File: src/rtl/botones_acondicionador.sv
// botones_acondicionador: per-button two-flop synchroniser, counter debouncer and press-pulse generator
module botones_acondicionador #(
  parameter int N_BTN           = 5,
  parameter int DEBOUNCE_CYCLES = 4,
  parameter int CNT_W           = 20
) (
  input  logic             clk,
  input  logic             rst,
  input  logic [N_BTN-1:0] push_raw,
  output logic [N_BTN-1:0] push_level,
  output logic [N_BTN-1:0] push_pulse,
  output logic             any_pulse
);
  typedef enum logic {RELEASED = 1'b0, PRESSED = 1'b1} state_e;
  localparam logic [CNT_W-1:0] CNT_MAX = CNT_W'(DEBOUNCE_CYCLES - 1);
  for (genvar g = 0; g < N_BTN; g++) begin : btn
    logic             sync1_q, sync2_q, pulse_q, pulse_d;
    logic [CNT_W-1:0] cnt_q, cnt_d;
    state_e           state_q, state_d;
    // any return of sync2 to the stable value drops the partial count
    always_comb begin
      state_d = state_q;
      cnt_d   = '0;
      pulse_d = 1'b0;
      if (sync2_q != (state_q == PRESSED)) begin
        if (cnt_q == CNT_MAX) begin
          state_d = sync2_q ? PRESSED : RELEASED;
          pulse_d = sync2_q;
        end else begin
          cnt_d = cnt_q + 1'b1;
        end
      end
    end
    always_ff @(posedge clk) begin
      if (rst) begin
        sync1_q <= 1'b0;
        sync2_q <= 1'b0;
        state_q <= RELEASED;
        cnt_q   <= '0;
        pulse_q <= 1'b0;
      end else begin
        sync1_q <= push_raw[g];
        sync2_q <= sync1_q;
        state_q <= state_d;
        cnt_q   <= cnt_d;
        pulse_q <= pulse_d;
      end
    end
    assign push_level[g] = (state_q == PRESSED);
    assign push_pulse[g] = pulse_q;
  end
  assign any_pulse = |push_pulse;
endmodule

File: config.mk
export PLATFORM = sky130hd
export DESIGN_NAME = botones_acondicionador
export DESIGN_NICKNAME = d
export VERILOG_FILES = /design/src/rtl/botones_acondicionador.sv
export SDC_FILE = /design/constraint.sdc
export NUM_CORES = 1
export LEC_CHECK = 0
export ABC_AREA = 1
export BUFFER_PORTS_ARGS = -buffer_cell sky130_fd_sc_hd__buf_2
export CAP_MARGIN = 20
export CORE_AREA = 2 2 102 114
export CTS_CLUSTER_DIAMETER = 50
export DETAILED_ROUTE_END_ITERATION = 8
export DIE_AREA = 0 0 104 116
export GPL_ROUTABILITY_DRIVEN = 0
export PLACE_DENSITY = 0.71
export SLEW_MARGIN = 40
export SYNTH_ARGS = -nofsm -noshare
export SYNTH_HDL_FRONTEND = slang
export SYNTH_SLANG_ARGS = --single-unit
File: constraint.sdc
create_clock -name clk -period 1.6 [get_ports clk]
set_input_delay 0.32 -clock clk [delete_from_list [all_inputs] [get_ports clk]]
set_output_delay 0.32 -clock clk [all_outputs]
set_load 0.01 [all_outputs]
==> reports/qor.csv, run 1 <==
metric,value,unit
Die ar.,12100,sq um
largest area contributor in the netlist,dfxtp_1,
layout cells sized above 1,11.5,%
DRC marker count from the first detailed-route iteration,194,
max-slew violations,0,
simple-gate share of the synthesized area,40.2,%
Remaining DRCs,0,
GR Util All Layers,20.9,%
YS warnings,0,
number of hold violations in the final report,0,
Layout Nets,895,
Worst path slowest cell,dfxtp_1,
Worst setup SP type,register,
drt first pass iters,4,
Worst Path Required,1.91,ns
TNS Setup,0,ns
crit-path cells,ha_4 -> inv_1 -> nor2_1 -> nand2_1 -> nor2_2 -> nand3_1 -> nand2_1 -> buf_12 -> nor2_1,
vias per cell,4.93,
detailed placement HPWL,8660,um
Post-Synth XOR/XNOR Area,5.92,%
Num CTS Buffers,17,
Min-Delay Path Class,in -> reg,
Post-Synth Adder-Cell Area,1.06,%
clock buffer depth,2,
mux cell area share after synthesis,0,%
crit path time final,1.50,ns
worst hold margin,0.104,ns
slew margin rel.,70.3,%
Worst setup EP type,register,
Layout area overhead,15.3,%
largest net degree at the start of global routing,21,
clock sink count,120,
global-route wire length before repair,20700,um
largest family of logic cells by synthesized area,simple AND/OR/NAND/NOR gates,
H-tree depth,4,
PD cells,1060,nW/um^2
critical path peak fanout,20,
synth top area cells,"dfxtp_1, nand2_1, nor2_1",
critical path's top delay family,simple AND/OR/NAND/NOR gates,
die height,116,um
sequential share of the synthesized area,40.6,%
initial core utilization,54.7,%
fillers,971,
"Core Util, Final",63.1,%
max incr delay on CP,0.41,ns
"Worst Setup Slack, final",0.0981,ns
R2R cell count,9,
Crit Path Category,reg -> reg,
fmax,666,MHz
CTS tree,yes,
Clock Latency Late Sink,0.42,ns
IO Pins,18,
Gate Count Post-Synth,861,
Hold Crit Depth,3,
total number of vias,5137,
Worst-path clk slew,0.06,ns
pre-CTS setup slack,0.0463,ns
VDD IR-drop max,716,uV
die width,104,um
Final period util,93.9,%
RSZ-0062 raised after global routing,false,
IO buf count,17,
# diodes,0,
MaxCap Viol Count,0,
"Distinct cells, synth",32,
CP Buf/Inv Count,2,
CTS Root Cell,clkbuf_16,
arrival time worst endpoint,1.81,ns
initial antenna violation count,0,
# setup viols final,0,
wire per inst,11.4,um
Syn Nets,873,
Worst path depth,9,
Core Area,10800,sq um
Std-Cell Rows,40,
number of nets with antenna violations after routing,0,
hold buffers post-CTS,0,
complex-gate fraction of the synthesized area,5.65,%
Seq cells post-synth,120,
Overflow after GRT,0,
Worst Skew,0.00668,ns
number of global-route vias before repair,4902,
Mean Syn Cell Area,6.87,sq um
outcome,finished clean,
post-synth top area share,40.6,%
Total Wirelength,11800,um
synthesized area,5920,sq um
Leak Pwr,0.00214,uW
Worst Tran Pin Value,0.442,ns
==> stage by stage <==
stage / power [uW] / area, sq um / std cells
floorplan: 3130 / 5920 / 861
detailed placement: 3160 / 6150 / 1011
CTS: 7280 / 6800 / 1042
global placement: 3150 / 6150 / 1011
global route: 7420 / 6820 / 1042
finish: 7230 / 6820 / 1042
==> repair_timing <==
action                                  in CTS  in global routing
hold endpoints to repair                     0                  0
resized for setup                            0                  4
buffers inserted                             0                  0
endpoints found under the setup margin       0                 40
==> cell usage after synthesis <==
master / count
nand2_1: 212
nor2_1: 208
dfxtp_1: 120
inv_1: 62
a21oi_1: 47
nand3_1: 38
xnor2_1: 21
xor2_1: 19
nor3_1: 15
buf_4: 12
nor2_2: 11
nand4_1: 10
or2_0: 9
nand2_2: 8
o21ai_0: 8
nand3b_1: 7
nor2_4: 7
or2_1: 7
buf_2: 6
a21oi_2: 5
ha_1: 5
nand3_2: 5
clkbuf_1: 3
inv_2: 3
or2_2: 3
and2_1: 2
nor3_2: 2
o21bai_1: 2
and3_1: 1
buf_6: 1
nand2_4: 1
nor3b_1: 1
==> flip-flops by register name, summed over array words and instances (netlist names) <==
| register | cells |
|---|---|
| btn.cnt_q | 100 |
| btn.pulse_q | 5 |
| btn.state_q | 5 |
| btn.sync1_q | 5 |
| btn.sync2_q | 5 |
==> report_power, final <==
part	leakage, uW	switching (uW)	internal [uW]
logic	0.000856	48.7	29.4
clock network	0.000318	1290	2840
registers	0.000969	8.96	3010
==> cells by family (layout without fill, tap and decap cells) <==
group                    after synthesis  after routing
AND/OR/NAND/NOR                      547            547
flip-flops                           120            120
buffers and inverters                 87            121
AO/OA/AOI/OAI                         62             62
XOR/XNOR                              40             40
adder cells (fa/ha/maj)                5              5
==> worst min-delay path, stage by stage <==
cell    delay, ns
buf_2        0.07
inv_1        0.03
nor2_1       0.06
==> layer usage <==
layer	vias to the layer above	track usage [%]	share of wire, %
met4	0	9.82	2.2
li1	2744	-	-
met2	66	37.6	49
met1	2303	24.0	46
met5	-	0	0
met3	24	4.50	2.8
==> final cells by class <==
type                       count  area (sq um)  area share (%)
clock buffer                  24           512            7.50
clock inverter                 7           138            2.02
inverter                      65           244            3.58
multi-input combinational    654          3150            46.1
sequential                   120          2400            35.2
tap                          147           184            2.70
timing repair buffer          25           195            2.86
==> final timing paths <==
kind	startpoint	end	slack (ns)
setup reg to reg	btn[2].cnt_q[1]	btn[2].cnt_q[4]	0.1
hold reg to reg	btn[2].sync1_q	btn[2].sync2_q	0.40
setup / recovery	btn[2].cnt_q[1]	btn[2].cnt_q[4]	0.1
hold / removal	push_raw[2]	btn[2].sync1_q	0.10
==> layout by cell type (no fill, tap or decap), drive strengths merged, types with 19 or more instances in the layout <==
cell / n
nor2: 226
nand2: 221
dfxtp: 120
inv: 65
a21oi: 52
nand3: 43
buf: 25
clkbuf: 24
xnor2: 21
xor2: 19
or2: 19
(Power assumes the default switching activity.)
==> inputs of run 2 (changes only) <==
- ABC_AREA: 1 -> 0
- CORE_AREA: 2 2 102 114 -> 2 2 97 108
- DIE_AREA: 0 0 104 116 -> 0 0 99 110
- RECOVER_POWER: default -> 50
==> reports/qor.csv, run 2 <==
metric,value,unit,change
Worst Tran Pin Value,0.423,ns,-0.0187 ns
max-slew violations,0,,unchanged
RSZ-0062 raised after global routing,true,,
critical path peak fanout,3,,-85%
crit path time final,1.63,ns,+0.124 ns
Clock Latency Late Sink,0.52,ns,+0.10 ns
fin area,6920,sq um,+1.5%
global-route wire length before repair,19200,um,-7.3%
dpl cell area,5980,sq um,-2.8%
initial core utilization,54.2,%,-0.48 points
"Distinct cells, synth",40,,+25%
multi-input logic area,2910,sq um,-7.4%
Core Area,9750,sq um,-9.8%
Worst-path clk slew,0.06,ns,about the same
Seq cells post-synth,120,,unchanged
vias per cell,5.56,,+13%
critical path's top delay family,simple AND/OR/NAND/NOR gates,,
Layout area overhead,30.9,%,
GR Util All Layers,21.8,%,+0.89 points
ys flop type,dfxtp_1,,
largest register by flop count,btn.cnt_q,,
arrival time worst endpoint,2.05,ns,+0.24 ns
fmax,615,MHz,-7.6%
Worst setup SP type,register,,
die width,99,um,-4.8%
Worst Skew,0.00876,ns,+0.00207 ns
wire per inst,14.3,um,+26%
Post-Layout Cell Count,834,,-20%
slew margin rel.,71.6,%,+1.2 points
MaxCap Viol Count,0,,unchanged
initial antenna violation count,0,,unchanged
"Worst Setup Slack, final",-0.0262,ns,-0.124 ns
detailed placement HPWL,7620,um,-12%
DRC marker count from the first detailed-route iteration,213,,+9.8%
CTS tree,yes,,
Syn Nets,619,,-29%
"most common cell after layout, fill and taps aside",nor2_1,,
IO Pins,18,,unchanged
synthesized area,5290,sq um,-11%
Crit Path Category,reg -> reg,,
Leak Pwr,0.00234,uW,+9.3%
H-tree depth,4,,unchanged
"commonest cells after routing, fill and taps aside","nor2_1, dfxtp_1, buf_4",,
Final period util,102,%,+7.8 points
fillers,705,,-27%
Async SR Flop Fraction,0,%,unchanged
clock sink count,120,,unchanged
"Core Util, Final",71.0,%,+7.9 points
Num CTS Buffers,17,,unchanged
number of global-route vias before repair,4353,,-11%
die height,110,um,-5.2%
register area,2450,sq um,+1.9%
largest area contributor in the netlist,dfxtp_1,,
max incr delay on CP,0.36,ns,-0.05 ns
# setup viols final,16,,+16
total number of vias,4638,,-9.7%
PD cells,990,nW/um^2,-6.6%
final total power,6850,uW,-5.2%
max reg flops,100,,unchanged
Worst setup EP type,register,,
Mean Syn Cell Area,8.71,sq um,+27%
drt first pass iters,4,,unchanged
largest net degree at the start of global routing,22,,+4.8%
number of hold violations in the final report,0,,unchanged
sequential share of the synthesized area,45.4,%,+4.8 points
TNS Setup,-0.246,ns,-0.246 ns
IO buf count,17,,unchanged
"count leader, synth",dfxtp_1,,
YS warnings,0,,unchanged
CP Buf/Inv Count,1,,-1
VDD IR-drop max,598,uV,-16%
post-synth top area share,45.4,%,+4.8 points
Worst Path Required,2.02,ns,+0.11 ns
Remaining DRCs,0,,unchanged
Synth top cells by count,"dfxtp_1, nor2_1, xnor2_1, nor4_1, nor3_1",,
Gate Count Post-Synth,607,,-30%
Overflow after GRT,0,,unchanged
synth top area cells,"dfxtp_1, xnor2_1, nor2_1",,
Total Wirelength,11900,um,+0.57%
failing checks,negative setup slack,,
Min-Delay Path Class,in -> reg,,
Die ar.,10900,sq um,-9.7%
layout cells sized above 1,27.3,%,+16 points
# diodes,0,,unchanged
number of nets with antenna violations after routing,0,,unchanged
Layout Nets,714,,-20%
"EDFF count, synth",0,,unchanged
outcome,"complete, but fails checks",,
Placed Cells incl. Taps,789,,-22%
CTS Root Cell,clkbuf_8,,
Std-Cell Rows,38,,-5.0%
clock buffer depth,2,,unchanged
crit-path cells,ha_2 -> nor4b_4 -> nand4_1 -> buf_4 -> o21a_1 -> o21ba_2,,
Worst path slowest cell,dfxtp_1,,
run 2: power by group:
| part | leakage [uW] | switching [uW] | internal (uW) |
|---|---|---|---|
| Combinational | 0.00107 | 50.2 | 43.2 |
| Sequential | 0.000984 | 7.88 | 3000 |
| Clock | 0.000289 | 1300 | 2450 |
run 2: kinds of logic after synthesis:
family | Yosys count | share of synthesized area [%]
xor gates and xnor gates | 76 | 12.6
adders and majority gates | 5 | 1.18
and+or+nand+nor | 306 | 30.2
AOI/OAI and AO/OA | 51 | 6.34
DFF | 120 | 45.4
buffers and inverters | 49 | 4.26
run 2: path summary, 6_finish.rpt:
check                  startpoint               to  slack [ns]  cells after the start
setup / recovery  btn[1].cnt_q[1]   btn[1].state_q       -0.03                      6
hold / removal        push_raw[4]   btn[4].sync1_q        0.02                      2
setup reg to reg  btn[1].cnt_q[1]   btn[1].state_q       -0.03                      6
hold reg to reg   btn[1].cnt_q[0]  btn[1].cnt_q[0]        0.43                      1
run 2: metrics by stage:
stage,setup slack (ns),hold slack [ns]
final,-0.0262,0.0236
after detailed placement,-0.0552,0.428
after global routing,-0.124,0.0179
after floorplan,-0.0566,0.414
after CTS,-0.0535,0.00648
after global placement,-0.00322,0.421
run 2: layout make-up:
type | count | share of cell area [%]
multi-input combinational | 438 | 42.1
clock buffer | 24 | 7.23
inverter | 27 | 1.46
tap | 120 | 2.17
sequential | 120 | 35.4
clock inverter | 7 | 1.30
timing repair buffer | 98 | 10.4
run 2: metal layers:
| metal | routed length, um | part of all wire [%] | GRT usage, % | vias up |
|---|---|---|---|---|
| met5 | 0 | 0 | 0 | - |
| met4 | 226 | 1.9 | 8.90 | 0 |
| met3 | 488 | 4.1 | 6.18 | 23 |
| met2 | 6030 | 51 | 37.1 | 86 |
| met1 | 5160 | 43 | 26.1 | 2220 |
| li1 | - | - | - | 2309 |
run 2: what timing repair did:
action | in CTS | in global routing
endpoints found under the hold margin | 2 | 0
gates cloned | 1 | 2
setup endpoints to repair | 53 | 99
resized for setup | 15 | 61
hold buffers | 2 | 0
setup buffers | 3 | 6
pin swaps | 5 | 14
